**src/rtl/mem_stage_pkg.sv**
```systemverilog
// Shared definitions for the memory-access stage: opcodes, address-exception
// codes, handshake FSM encodings and the EX/MEM stage register layout.
package mem_stage_pkg;

  localparam logic [5:0] OP_LB  = 6'b100000;
  localparam logic [5:0] OP_LH  = 6'b100001;
  localparam logic [5:0] OP_LW  = 6'b100011;
  localparam logic [5:0] OP_LBU = 6'b100100;
  localparam logic [5:0] OP_LHU = 6'b100101;
  localparam logic [5:0] OP_SB  = 6'b101000;
  localparam logic [5:0] OP_SH  = 6'b101001;
  localparam logic [5:0] OP_SW  = 6'b101011;

  localparam logic [4:0] EXC_ADEL = 5'd4;
  localparam logic [4:0] EXC_ADES = 5'd5;

  localparam logic [0:0] ST_IDLE = 1'b0;
  localparam logic [0:0] ST_WAIT = 1'b1;

  typedef enum logic [1:0] {
    SZ_BYTE,
    SZ_HALF,
    SZ_WORD
  } size_e;

  typedef struct packed {
    logic [31:0] instr;
    logic [31:0] pc;
    logic [31:0] ao;
    logic [31:0] rt;
    logic [31:0] wd;
    logic [4:0]  tar;
    logic        grf_we;
    logic [3:0]  tnew;
    logic [4:0]  exc;
    logic        bd;
  } stage_t;

endpackage

```
**src/rtl/mem_stage_ext.sv**
```systemverilog
// Combinational lane logic: store byte enables / replicated store data and
// load byte/half selection with sign or zero extension.
module mem_ext
  import mem_stage_pkg::*;
(
  input  size_e       size_i,
  input  logic [1:0]  addr_lo_i,
  input  logic        sign_i,
  input  logic [31:0] rt_i,
  input  logic [31:0] rdata_i,
  output logic [3:0]  be_o,
  output logic [31:0] wdata_o,
  output logic [31:0] ldata_o
);

  logic [7:0]  lbyte;
  logic [15:0] lhalf;

  always_comb begin
    case (addr_lo_i)
      2'd0:    lbyte = rdata_i[7:0];
      2'd1:    lbyte = rdata_i[15:8];
      2'd2:    lbyte = rdata_i[23:16];
      default: lbyte = rdata_i[31:24];
    endcase
    lhalf = addr_lo_i[1] ? rdata_i[31:16] : rdata_i[15:0];
  end

  always_comb begin
    be_o    = 4'b1111;
    wdata_o = rt_i;
    ldata_o = rdata_i;
    case (size_i)
      SZ_BYTE: begin
        be_o    = 4'b0001 << addr_lo_i;
        wdata_o = {4{rt_i[7:0]}};
        ldata_o = sign_i ? {{24{lbyte[7]}}, lbyte} : {24'd0, lbyte};
      end
      SZ_HALF: begin
        be_o    = addr_lo_i[1] ? 4'b1100 : 4'b0011;
        wdata_o = {2{rt_i[15:0]}};
        ldata_o = sign_i ? {{16{lhalf[15]}}, lhalf} : {16'd0, lhalf};
      end
      default: ;
    endcase
  end

endmodule

```
**src/rtl/mem_stage.sv**
```systemverilog
// Memory-access pipeline stage: EX/MEM register, load/store decode, address
// exception detection and a request/ready bus handshake that stalls the pipe.
module mem_stage
  import mem_stage_pkg::*;
#(
  parameter logic [31:0] DM_HI   = 32'h0000_2FFF,
  parameter logic [31:0] T0_BASE = 32'h0000_7F00,
  parameter logic [31:0] T1_BASE = 32'h0000_7F10
) (
  input  logic        clk,
  input  logic        reset,
  input  logic        flush,
  input  logic [31:0] e_instr,
  input  logic [31:0] e_pc,
  input  logic [31:0] e_ao,
  input  logic [31:0] e_rt,
  input  logic [4:0]  e_tar_reg,
  input  logic [31:0] e_wd,
  input  logic        e_grf_we,
  input  logic [3:0]  e_tnew,
  input  logic [4:0]  e_exc,
  input  logic        e_bd,
  output logic        bus_req,
  output logic        bus_we,
  output logic [31:0] bus_addr,
  output logic [3:0]  bus_be,
  output logic [31:0] bus_wdata,
  input  logic [31:0] bus_rdata,
  input  logic        bus_ready,
  output logic        mem_busy,
  output logic [31:0] m_instr,
  output logic [31:0] m_pc,
  output logic [4:0]  m_tar_reg,
  output logic [31:0] m_wd,
  output logic        m_grf_we,
  output logic [3:0]  m_tnew,
  output logic [4:0]  m_exc,
  output logic        m_bd,
  output logic [31:0] m_badvaddr,
  output logic [4:0]  fwd_reg,
  output logic [31:0] fwd_val,
  output logic        fwd_valid
);

  stage_t      stage_q, stage_d;
  logic [0:0]  state_q, state_d;
  logic        flush_pending_q, flush_pending_d;

  logic        is_load, is_store, is_mem, ld_sign;
  size_e       size;
  logic        in_dm, in_tmr, misalign, cnt_store, bad_addr;
  logic        new_exc, access, kill;
  logic [3:0]  be;
  logic [31:0] wdata, ldata;

  always_comb begin
    is_load  = 1'b0;
    is_store = 1'b0;
    size     = SZ_WORD;
    ld_sign  = 1'b0;
    case (stage_q.instr[31:26])
      OP_LB:   begin is_load = 1'b1;  size = SZ_BYTE; ld_sign = 1'b1; end
      OP_LH:   begin is_load = 1'b1;  size = SZ_HALF; ld_sign = 1'b1; end
      OP_LW:   begin is_load = 1'b1;  size = SZ_WORD; end
      OP_LBU:  begin is_load = 1'b1;  size = SZ_BYTE; end
      OP_LHU:  begin is_load = 1'b1;  size = SZ_HALF; end
      OP_SB:   begin is_store = 1'b1; size = SZ_BYTE; end
      OP_SH:   begin is_store = 1'b1; size = SZ_HALF; end
      OP_SW:   begin is_store = 1'b1; size = SZ_WORD; end
      default: ;
    endcase
  end

  assign is_mem    = is_load | is_store;
  assign in_dm     = stage_q.ao <= DM_HI;
  assign in_tmr    = (stage_q.ao >= T0_BASE && stage_q.ao <= T0_BASE + 32'd11) ||
                     (stage_q.ao >= T1_BASE && stage_q.ao <= T1_BASE + 32'd11);
  assign misalign  = ((size == SZ_WORD) && (stage_q.ao[1:0] != 2'b00)) ||
                     ((size == SZ_HALF) && stage_q.ao[0]);
  // Timer count registers are read-only.
  assign cnt_store = is_store && (stage_q.ao == T0_BASE + 32'd8 || stage_q.ao == T1_BASE + 32'd8);
  assign bad_addr  = misalign || !(in_dm || in_tmr) || (in_tmr && size != SZ_WORD) || cnt_store;

  // An exception already carried from upstream masks any new one.
  assign new_exc   = is_mem && (stage_q.exc == 5'd0) && bad_addr;
  assign access    = is_mem && (stage_q.exc == 5'd0) && !bad_addr;
  assign kill      = new_exc || flush_pending_q;

  assign bus_req   = (state_q == ST_WAIT) || access;
  assign mem_busy  = bus_req && !bus_ready;
  assign bus_we    = bus_req && is_store;
  assign bus_addr  = bus_req ? {stage_q.ao[31:2], 2'b00} : 32'd0;
  assign bus_be    = bus_req ? be : 4'd0;
  assign bus_wdata = bus_we ? wdata : 32'd0;

  mem_ext u_ext (
    .size_i   (size),
    .addr_lo_i(stage_q.ao[1:0]),
    .sign_i   (ld_sign),
    .rt_i     (stage_q.rt),
    .rdata_i  (bus_rdata),
    .be_o     (be),
    .wdata_o  (wdata),
    .ldata_o  (ldata)
  );

  assign m_instr    = kill ? 32'd0 : stage_q.instr;
  assign m_grf_we   = kill ? 1'b0 : stage_q.grf_we;
  assign m_pc       = stage_q.pc;
  assign m_tar_reg  = stage_q.tar;
  assign m_bd       = stage_q.bd;
  assign m_wd       = (is_load && bus_req && bus_ready) ? ldata : stage_q.wd;
  assign m_tnew     = (stage_q.tnew == 4'd0) ? 4'd0 : stage_q.tnew - 4'd1;
  assign m_exc      = (stage_q.exc != 5'd0) ? stage_q.exc :
                      new_exc ? (is_load ? EXC_ADEL : EXC_ADES) : 5'd0;
  assign m_badvaddr = new_exc ? stage_q.ao : 32'd0;

  assign fwd_reg    = stage_q.tar;
  assign fwd_val    = stage_q.wd;
  assign fwd_valid  = stage_q.grf_we && (stage_q.tar != 5'd0) && !is_load;

  always_comb begin
    stage_d = stage_q;
    if (!mem_busy) begin
      if (flush || flush_pending_q) begin
        stage_d = '0;
      end else begin
        stage_d = '{instr: e_instr, pc: e_pc, ao: e_ao, rt: e_rt, wd: e_wd,
                    tar: e_tar_reg, grf_we: e_grf_we, tnew: e_tnew,
                    exc: e_exc, bd: e_bd};
      end
    end
  end

  assign flush_pending_d = mem_busy ? (flush_pending_q || flush) : 1'b0;

  always_comb begin
    state_d = state_q;
    case (state_q)
      ST_IDLE: if (bus_req && !bus_ready) state_d = ST_WAIT;
      default: if (bus_ready) state_d = ST_IDLE;
    endcase
  end

  always_ff @(posedge clk) begin
    if (reset) begin
      stage_q         <= '0;
      state_q         <= ST_IDLE;
      flush_pending_q <= 1'b0;
    end else begin
      stage_q         <= stage_d;
      state_q         <= state_d;
      flush_pending_q <= flush_pending_d;
    end
  end

endmodule
```
**config.mk**
```make
export PLATFORM = sky130hd
export DESIGN_NAME = mem_stage
export DESIGN_NICKNAME = d
export VERILOG_FILES = /design/src/rtl/mem_stage_pkg.sv /design/src/rtl/mem_stage_ext.sv /design/src/rtl/mem_stage.sv
export SDC_FILE = /design/constraint.sdc
export NUM_CORES = 1
export LEC_CHECK = 0
export BUFFER_PORTS_ARGS = -buffer_cell sky130_fd_sc_hd__buf_4
export CAP_MARGIN = 20
export CORE_AREA = 3 3 179 181
export CTS_CLUSTER_DIAMETER = 120
export DETAILED_ROUTE_END_ITERATION = 12
export DIE_AREA = 0 0 182 184
export SLEW_MARGIN = 30
export SYNTH_ARGS = -nofsm -noshare
export SYNTH_HDL_FRONTEND = slang
export SYNTH_SLANG_ARGS = --single-unit
```
**constraint.sdc**
```tcl
create_clock -name clk -period 4.14 [get_ports clk]
set_clock_uncertainty 0.2 [all_clocks]
set_input_delay 0.828 -clock clk [delete_from_list [all_inputs] [get_ports clk]]
set_output_delay 0.828 -clock clk [all_outputs]
set_load 0.01 [all_outputs]
```
==> flow_metrics.py, run 1 <==
metrics = {
    "clock_tree": {
        "cts_tree": "built",
        "numClockSinks": 178,
        "clkTransAtPathRegs_ns": 0.07,
        "clockBufferDepth": 2,
        "cts-root-buf": "clkbuf_16",
        "cts_max_level": 4,
        "clock_latency_ns": 0.43,
        "cts_buffers": 17,
    },
    "timing": {
        "final.period_utilization_pct": 97.59,
        "tightest_slew_ns": 1.094,
        "fin_crit_ns": 4.040,
        "clock.fmax_ghz": 0.2475,
        "finalMaxSlewViolations": 0,
        "setup_viol": 0,
        "maxSlewHeadroom_pct": 27.09,
        "finalHoldViolCount": 0,
    },
    "synth": {
        "syn_inst": 1138,
        "synth_area_um2": 10450,
        "synthArstFlopShare_pct": 0,
        "syn_avg_cell_area_um2": 9.179,
        "ys_types": 57,
        "synth_edf_count": 0,
        "yosys_warnings": 0,
        "yosysSeqAreaShare_pct": 34.11,
        "ys_ff_latch": 178,
        "ys.flop_type": "dfxtp_1",
    },
    "floorplan": {
        "die_w_um": 182,
        "design.die.area_um2": 33490,
        "pin_count": 465,
        "rows": 64,
        "core_um2": 30590,
        "dieHeight_um": 184,
        "start_util_pct": 34.15,
    },
    "route": {
        "topRoutingLayerUsed": "met4",
        "viasPerCell": 5.668,
        "wl_met3_mm": 3.455,
        "drt_iter0_drc": 874,
        "drt_wl_total_mm": 43.87,
        "wl_per_cell_um": 23.71,
        "drc": 0,
        "drt-met1-wl_mm": 17.27,
        "drt-pass1-iter-count": 5,
        "wl_met2_mm": 21.82,
        "antenna_left": 0,
        "vias": 10490,
    },
    "global_routing": {
        "grt_max_degree": 179,
        "grt_pass1_wl_mm": 62.71,
        "grt_pass1_vias": 10020,
        "grt_use_total_pct": 23.95,
        "overflow": 0,
        "antenna_found_initial": 4,
    },
    "outcome": {
        "status": "finished clean",
    },
    "final_layout": {
        "fin_cells": 1850,
        "largest_register_ffs": 106,
        "final_layout_size_suffix_gt1_share_pct": 41.93,
        "top_register": "stage_q",
        "final_net_count": 1649,
        "fillers": 3020,
        "syn2layout_area_growth_pct": 35.56,
    },
    "setup_path": {
        "cp-start-kind": "flip-flop",
        "arrival_ns": 3.01,
        "crit_slowest_cell": "dfxtp_1",
        "path_cells": "nand2b_1, nor3_1, o21a_1, a41oi_4, buf_12, nor2_4, buf_8, mux2_1, buf_4",
        "worst-setup-path-type": "reg -> out",
        "critPathMaxStageDelay_ns": 0.53,
        "crit_required_ns": 3.11,
        "crit_path_end_kind": "primary output",
        "crit_fanout": 16,
        "ff2ff_setup_slack_ns": 0.50,
    },
    "run": {
        "cap_violations": 0,
    },
    "placed_design": {
        "place_congestion": 0.8263,
        "numPortBuffers": 462,
        "dp.cells": 1806,
        "dp.final_hpwl_mm": 29.13,
    },
    "power_and_ir_drop": {
        "leakagePower_nw": 5.772,
        "peakVddDrop_mv": 0.2408,
        "finalPower_mw": 4.120,
        "p_per_area_nw_per_um2": 290.9,
    },
    "hold_path": {
        "hold_path_class": "reg -> reg",
    },
}
-- layout by cell type, fill, tap and decap left out, types with 10 or more instances in the layout --
master,Yosys,layout
o22ai_1,11,11
nor2b_1,32,32
a31o_1,122,122
and2_1,72,72
nand2_1,47,47
nand3_1,12,12
dfxtp_1,178,176
a31o_2,54,54
a21oi_1,43,43
clkbuf_16,0,20
mux2i_1,10,10
o21ai_0,31,31
nor2_1,18,17
nor4b_1,174,174
buf_4,78,480
o31ai_1,16,16
inv_1,13,13
mux2_1,10,10
-- kinds of logic (layout without fill, tap and decap cells) --
logic type | count (synthesis) | count (layout) | share of synthesized area, %
compound gates | 308 | 308 | 22.71
buf+inv | 231 | 542 | 13.32
flops | 178 | 178 | 34.11
mux | 31 | 31 | 3.761
other cells | 1 | 6 | 0.03590
simple gates | 389 | 389 | 26.06
-- where the power goes --
part | total, mW | switching, mW | internal [mW]
Clock | 1.60 | 0.735 | 0.866
Combinational | 0.673 | 0.321 | 0.351
Sequential | 1.85 | 0.0616 | 1.78
Total | 4.12 | 1.12 | 3.00
-- cells in the mapped netlist, types with 3 or more instances --
| cell | instances | area, µm² |
|---|---|---|
| a211oi_1 | 9 | 67.56 |
| a21oi_1 | 43 | 215.2 |
| a221o_1 | 7 | 70.07 |
| a31o_1 | 122 | 1069 |
| a31o_2 | 54 | 473.0 |
| and2_1 | 72 | 450.4 |
| buf_2 | 28 | 140.1 |
| buf_4 | 78 | 585.6 |
| buf_6 | 26 | 292.8 |
| clkbuf_1 | 83 | 311.6 |
| dfxtp_1 | 178 | 3563 |
| inv_1 | 13 | 48.80 |
| mux2_1 | 10 | 112.6 |
| mux2_2 | 6 | 67.56 |
| mux2i_1 | 10 | 100.1 |
| mux4_2 | 5 | 112.6 |
| nand2_1 | 47 | 176.4 |
| nand2b_1 | 7 | 43.79 |
| nand3_1 | 12 | 60.06 |
| nor2_1 | 18 | 67.56 |
| nor2b_1 | 32 | 200.2 |
| nor3_1 | 5 | 25.02 |
| nor4_1 | 5 | 31.28 |
| nor4b_1 | 174 | 1524 |
| o211ai_1 | 3 | 22.52 |
| o21ai_0 | 31 | 155.2 |
| o22ai_1 | 11 | 68.82 |
| o31ai_1 | 16 | 120.1 |
-- repair_timing --
| item | 4_1_cts | 5_1_grt |
|---|---|---|
| pin swaps | 0 | 3 |
| endpoints found under the setup margin | 20 | 64 |
| hold buffers | 0 | 0 |
| gates cloned | 0 | 4 |
| setup buffers | 0 | 5 |
| resized for setup | 2 | 12 |
-- final timing paths --
check,from,depth (start not counted),to
setup / recovery,stage_q[173],9,m_wd[11]
hold / removal,flush_pending_q,2,flush_pending_q
setup reg to reg,stage_q[80],11,fwd_reg[4]
hold reg to reg,flush_pending_q,2,flush_pending_q
-- layer usage --
layer	up-vias	global-route usage [%]
met5	-	0
met4	0	9.659
met3	51	6.074
met2	510	40.72
met1	5103	29.00
li1	4821	-
-- area by class of cell --
type	instances	area, µm²	share of cell area, %
inverters	14	52.55	0.3711
repair buffers	496	3899	27.53
clock buffers	21	460.4	3.251
flip-flops and latches	178	3566	25.18
diodes	4	10.01	0.07068
well taps	396	495.5	3.499
clock inverters	11	102.6	0.7245
multi-input cells	730	5575	39.37
-- through the flow --
stage / hold WS (ns) / instance area [µm²] / setup slack [ns] / TNS, ns / util [%]
floorplan: 0.2781 / 10450 / 0.9821 / 0 / -
global placement: 0.3284 / 13410 / 0.4097 / 0 / 43.84
detailed placement: 0.3362 / 13410 / 0.4433 / 0 / 43.84
CTS: 0.3517 / 13990 / 0.01494 / 0 / 45.73
global route: 0.3827 / 14160 / -0.05553 / -0.6813 / 46.29
finish: 0.3455 / 14160 / 0.09970 / 0 / 46.29
-- worst max-delay path, delay by kind of cell (launching register included) --
| kind | cells | cell delay (ns) |
|---|---|---|
| AOI/OAI and AO/OA | 2 | 0.40 |
| and+or+nand+nor | 3 | 0.76 |
| buffers and inverters | 3 | 0.52 |
| muxes | 1 | 0.36 |
| DFF | 1 | 0.53 |
(Power assumes the default switching activity.)
==> inputs of run 2 (changes only) <==
Settings changed: CAP_MARGIN 20 to 25, PLACE_DENSITY from default to 0.58.
==> flow_metrics.py, run 2 (synthesis gave the netlist of run 1 again) <==
metrics = {
    "outcome": {
        "status": "finished clean",
    },
    "final_layout": {
        "final_common_cell": "buf_4",
        "largest_register_ffs": 106,
        "final_net_count": 1643,
        "final_cell_mix": "478 x buf_4, 176 x dfxtp_1, 174 x nor4b_1",
        "top_register": "stage_q",
        "final_cell_area_um2": 14080,
        "syn2layout_area_growth_pct": 34.77,
        "final_layout_size_suffix_gt1_share_pct": 41.83,
        "fillers": 3020,
        "fin_cells": 1843,
    },
    "placed_design": {
        "dp.cells": 1804,
        "place_area_um2": 13360,
        "place_congestion": 0.8372,
        "numPortBuffers": 462,
        "dp.final_hpwl_mm": 29.43,
    },
    "power_and_ir_drop": {
        "p_int_mw": 3.011,
        "switchingPower_mw": 1.145,
        "p_sw_share_pct": 27.55,
        "power_frac_seq_pct": 44.3,
        "combPwrFrac_pct": 16.0,
        "finalPower_mw": 4.157,
        "leakagePower_nw": 5.727,
        "p_per_area_nw_per_um2": 295.3,
        "peakVddDrop_mv": 0.2143,
        "power_frac_clock_pct": 39.8,
    },
    "floorplan": {
        "die_w_um": 182,
        "core_um2": 30590,
        "rows": 64,
        "start_util_pct": 34.15,
        "pin_count": 465,
        "dieHeight_um": 184,
        "design.die.area_um2": 33490,
    },
    "timing": {
        "finalMaxSlewViolations": 0,
        "fin_crit_ns": 3.993,
        "finalHoldViolCount": 0,
        "setup_viol": 0,
        "clock.fmax_ghz": 0.2504,
        "tightest_slew_ns": 0.9560,
        "maxSlewHeadroom_pct": 36.27,
        "final.period_utilization_pct": 96.46,
        "grt_setup_unrepaired": "true",
    },
    "route": {
        "drc": 0,
        "drt-pass1-iter-count": 5,
        "viasPerCell": 5.574,
        "vias": 10270,
        "wl_per_cell_um": 23.20,
        "antenna_left": 0,
        "drt_iter0_drc": 852,
        "drt_wl_total_mm": 42.75,
    },
    "setup_path": {
        "r2r-start": "stage_q[82]",
        "rr_endpoint": "stage_q[111]",
        "crit_required_ns": 3.11,
        "arrival_ns": 2.97,
        "rr_worst_depth": 10,
        "cp-start-kind": "flip-flop",
        "crit_fanout": 16,
        "crit_path_end_kind": "primary output",
        "worst-setup-path-type": "reg -> out",
        "ff2ff_setup_slack_ns": 0.53,
    },
    "global_routing": {
        "antenna_found_initial": 3,
        "grt_use_total_pct": 23.89,
        "grt_max_degree": 179,
        "grt_pass1_vias": 9999,
        "grt_pass1_wl_mm": 62.55,
        "overflow": 0,
    },
    "clock_tree": {
        "clockBufferDepth": 2,
        "postCtsHoldBufs": 0,
        "cts-root-buf": "clkbuf_16",
        "numClockSinks": 178,
        "cts_tree": "built",
        "clock_latency_ns": 0.43,
        "cts_buffers": 17,
        "cts_max_level": 4,
        "clkTransAtPathRegs_ns": 0.07,
    },
    "run": {
        "cap_violations": 0,
    },
    "hold_path": {
        "hp-start": "flush_pending_q",
        "holdPathEnd": "flush_pending_q",
        "hold_path_class": "reg -> reg",
        "holdPathStages": 2,
    },
}
-- run 2: cell type report --
type,count,area (µm²),share of cell area [%]
tap,396,495.5,3.519
antenna,3,7.507,0.05332
clock inverter,11,121.4,0.8621
inverter,14,52.55,0.3733
timing repair buffer,490,3800,26.99
multi-input combinational,730,5575,39.60
clock buffer,21,460.4,3.271
sequential,178,3566,25.33
-- run 2: how the worst max path moves through the flow --
stage / depth (start not counted) / slack (ns) / from / to
2_1_floorplan: 7 / 0.98 / bus_rdata[7] / m_wd[30]
3_3_place_gp: 7 / 0.36 / stage_q[175] / m_wd[0]
3_5_place_dp: 7 / 0.34 / stage_q[175] / m_wd[4]
4_1_cts: 8 / 0.005 / stage_q[175] / m_wd[25]
5_1_grt: 8 / -0.02 / stage_q[80] / bus_addr[2]
6_report: 10 / 0.15 / stage_q[82] / m_wd[10]
-- run 2: metal layers --
metal / up-vias / part of all wire [%] / global-route usage [%]
li1: 4816 / - / -
met1: 4989 / 39 / 28.37
met2: 420 / 50 / 41.92
met3: 48 / 7.5 / 6.470
met4: 0 / 2.7 / 7.831
met5: - / 0 / 0
-- run 2: power groups by stage --
| stage | Combinational, mW | Sequential [mW] | Clock [mW] |
|---|---|---|---|
| global route | 0.708 | 1.85 | 1.78 |
| detailed placement | 0.662 | 1.88 | 0 |
| global placement | 0.657 | 1.88 | 0 |
| finish | 0.663 | 1.84 | 1.65 |
| floorplan | 0.352 | 1.85 | 0 |
| CTS | 0.666 | 1.84 | 1.70 |
-- run 2: metrics by stage --
step	hold WS [ns]	worst slack, ns	utilization (%)	TNS [ns]
6_report	0.3749	0.1466	46.02	0
3_3_place_gp	0.3344	0.3643	43.66	0
3_5_place_dp	0.3468	0.3438	43.66	0
2_1_floorplan	0.2781	0.9821	-	0
5_1_grt	0.3745	-0.02054	46.02	-0.04959
4_1_cts	0.3797	0.005289	45.85	0
-- run 2: timing repair --
item / 4_1_cts / 5_1_grt
resized for setup: 4 / 11
pin swaps: 2 / 1
setup buffers: 3 / 0
endpoints found under the hold margin: 0 / 0
gates cloned: 1 / 0
setup endpoints to repair: 55 / 53
-- run 2: worst max-delay path, cell delays in order (launching register included) --
cell	delay, ns
dfxtp_1	0.35
or4b_1	0.50
nor4_2	0.17
a211oi_1	0.11
buf_4	0.16
a41oi_4	0.35
buf_4	0.19
nor2_4	0.03
buf_12	0.16
mux2_1	0.34
buf_4	0.16
==> inputs of run 3 (changes only) <==
Settings changed: CORE_AREA 3 3 179 181 to 3 3 181 183, DIE_AREA 0 0 182 184 to 0 0 184 186, PLACE_DENSITY 0.58 to 0.57.
==> flow_metrics.py, run 3 (synthesis gave the netlist of run 1 again) <==
metrics = {
    "outcome": {
        "status": "finished clean",
    },
    "global_routing": {
        "grt_pass1_vias": 9794,
        "grt_pass1_wl_mm": 63.06,
        "overflow": 0,
        "grt_max_degree": 179,
        "antenna_found_initial": 1,
        "grt_use_total_pct": 23.77,
    },
    "timing": {
        "fin_crit_ns": 4.039,
        "finalMaxSlewViolations": 0,
        "setup_viol": 0,
        "tightest_slew_ns": 0.9233,
        "final.period_utilization_pct": 97.55,
        "fin_setup_tns_ns": 0,
        "maxSlewHeadroom_pct": 38.45,
        "grt_setup_unrepaired": "true",
        "finalHoldViolCount": 0,
        "clock.fmax_ghz": 0.2476,
    },
    "route": {
        "wl_per_cell_um": 23.25,
        "drc": 0,
        "vias": 10250,
        "wl_met3_mm": 3.856,
        "antenna_left": 0,
        "drt-pass1-iter-count": 5,
        "drt_iter0_drc": 780,
        "wl_met2_mm": 22.15,
        "drt_wl_total_mm": 43.01,
        "drt-met1-wl_mm": 16.36,
        "topRoutingLayerUsed": "met4",
        "viasPerCell": 5.541,
    },
    "power_and_ir_drop": {
        "peakVddDrop_mv": 0.2944,
        "power_frac_clock_pct": 39.2,
        "p_sw_share_pct": 27.85,
        "switchingPower_mw": 1.147,
        "combPwrFrac_pct": 16.1,
        "p_int_mw": 2.971,
        "leakagePower_nw": 5.699,
        "p_per_area_nw_per_um2": 293.8,
        "power_frac_seq_pct": 44.7,
    },
    "setup_path": {
        "r2r-start": "stage_q[82]",
        "critPathMaxStageDelay_ns": 0.54,
        "rr_endpoint": "m_pc[25]",
        "rr_worst_depth": 9,
        "path_cells": "or4b_1, nor4_2, a211oi_1, buf_4, a41oi_4, buf_12, buf_12, nor2b_1, buf_4",
        "crit_fanout": 61,
        "ff2ff_setup_slack_ns": 0.56,
        "crit_path_end_kind": "primary output",
        "path_buf_inv": 4,
        "cp.depth": 9,
        "cp-start-kind": "flip-flop",
        "arrival_ns": 3.01,
        "critPathTopFamily": "buffers and inverters",
        "crit_required_ns": 3.11,
        "crit_slowest_cell": "or4b_1",
        "worst-setup-path-type": "reg -> out",
    },
    "floorplan": {
        "pin_count": 465,
        "dieHeight_um": 186,
        "start_util_pct": 33.28,
        "die_w_um": 184,
        "rows": 65,
        "core_um2": 31390,
        "design.die.area_um2": 34220,
    },
    "run": {
        "cap_violations": 0,
    },
    "final_layout": {
        "largest_register_ffs": 106,
        "final_net_count": 1646,
        "fin_cells": 1850,
        "final_common_cell": "buf_4",
        "syn2layout_area_growth_pct": 34.18,
        "final_cell_mix": "483 x buf_4, 177 x dfxtp_1, 174 x nor4b_1",
        "final_cell_area_um2": 14020,
        "post-route-util_pct": 44.65,
        "final_layout_size_suffix_gt1_share_pct": 41.74,
        "top_register": "stage_q",
    },
    "clock_tree": {
        "cts_tree": "built",
        "numClockSinks": 178,
        "clock_latency_ns": 0.43,
        "postCtsHoldBufs": 0,
        "cts-root-buf": "clkbuf_16",
        "cts_buffers": 17,
        "cts_max_level": 4,
        "clkTransAtPathRegs_ns": 0.08,
        "clockBufferDepth": 2,
    },
    "placed_design": {
        "place_congestion": 0.8159,
        "numPortBuffers": 462,
        "dp.cells": 1816,
        "place_area_um2": 13410,
        "dp.final_hpwl_mm": 29.99,
    },
    "hold_path": {
        "holdPathStages": 2,
        "holdPathEnd": "flush_pending_q",
        "hold_path_class": "reg -> reg",
        "hp-start": "flush_pending_q",
    },
}
[run 3: how the worst max path moves through the flow]
stage	start	end	slack, ns
detailed placement	stage_q[96]	m_instr[23]	0.37
global placement	stage_q[96]	m_wd[2]	0.46
CTS	stage_q[82]	bus_wdata[0]	0.02
global route	stage_q[82]	bus_addr[28]	-0.01
floorplan	bus_rdata[7]	m_wd[30]	0.98
finish	stage_q[82]	bus_addr[28]	0.10
[run 3: tightest hold or removal path, stage by stage, from the launching register on]
cell,delay [ns]
dfxtp_1,0.37
nor2_1,0.11
nor3_1,0.05
[run 3: routing by layer]
metal | up-vias | track usage, %
met5 | - | 0
met4 | 0 | 5.352
met3 | 32 | 6.723
met2 | 452 | 42.47
li1 | 4799 | -
met1 | 4967 | 28.40
[run 3: power by group through the flow]
| stage | Sequential (mW) | Combinational [mW] | Clock, mW |
|---|---|---|---|
| 2_1_floorplan | 1.85 | 0.352 | 0 |
| 3_3_place_gp | 1.88 | 0.657 | 0 |
| 3_5_place_dp | 1.88 | 0.662 | 0 |
| 4_1_cts | 1.84 | 0.664 | 1.67 |
| 5_1_grt | 1.85 | 0.710 | 1.73 |
| 6_report | 1.84 | 0.662 | 1.62 |
[run 3: cell type report]
cell class / count / area (µm²)
fill: 3180 / 17380
timing repair buffer: 493 / 3782
antenna: 1 / 2.502
multi-input combinational: 730 / 5553
sequential: 178 / 3565
tap: 402 / 503.0
clock inverter: 13 / 126.4
clock buffer: 19 / 432.9
inverter: 14 / 52.55
[run 3: metrics by stage]
step           hold slack, ns  power (mW)  setup WS [ns]
6_report               0.3695       4.118         0.1013
5_1_grt                0.3888       4.289       -0.01277
4_1_cts                0.3672       4.174        0.01825
3_5_place_dp           0.3338       2.542         0.3700
3_3_place_gp           0.3216       2.536         0.4611
2_1_floorplan          0.2781       2.206         0.9821
[run 3: what timing repair did]
action | in CTS | in global routing
setup endpoints to repair | 48 | 24
gates resized for setup | 1 | 4
setup buffers | 1 | 0
pin swaps | 1 | 0
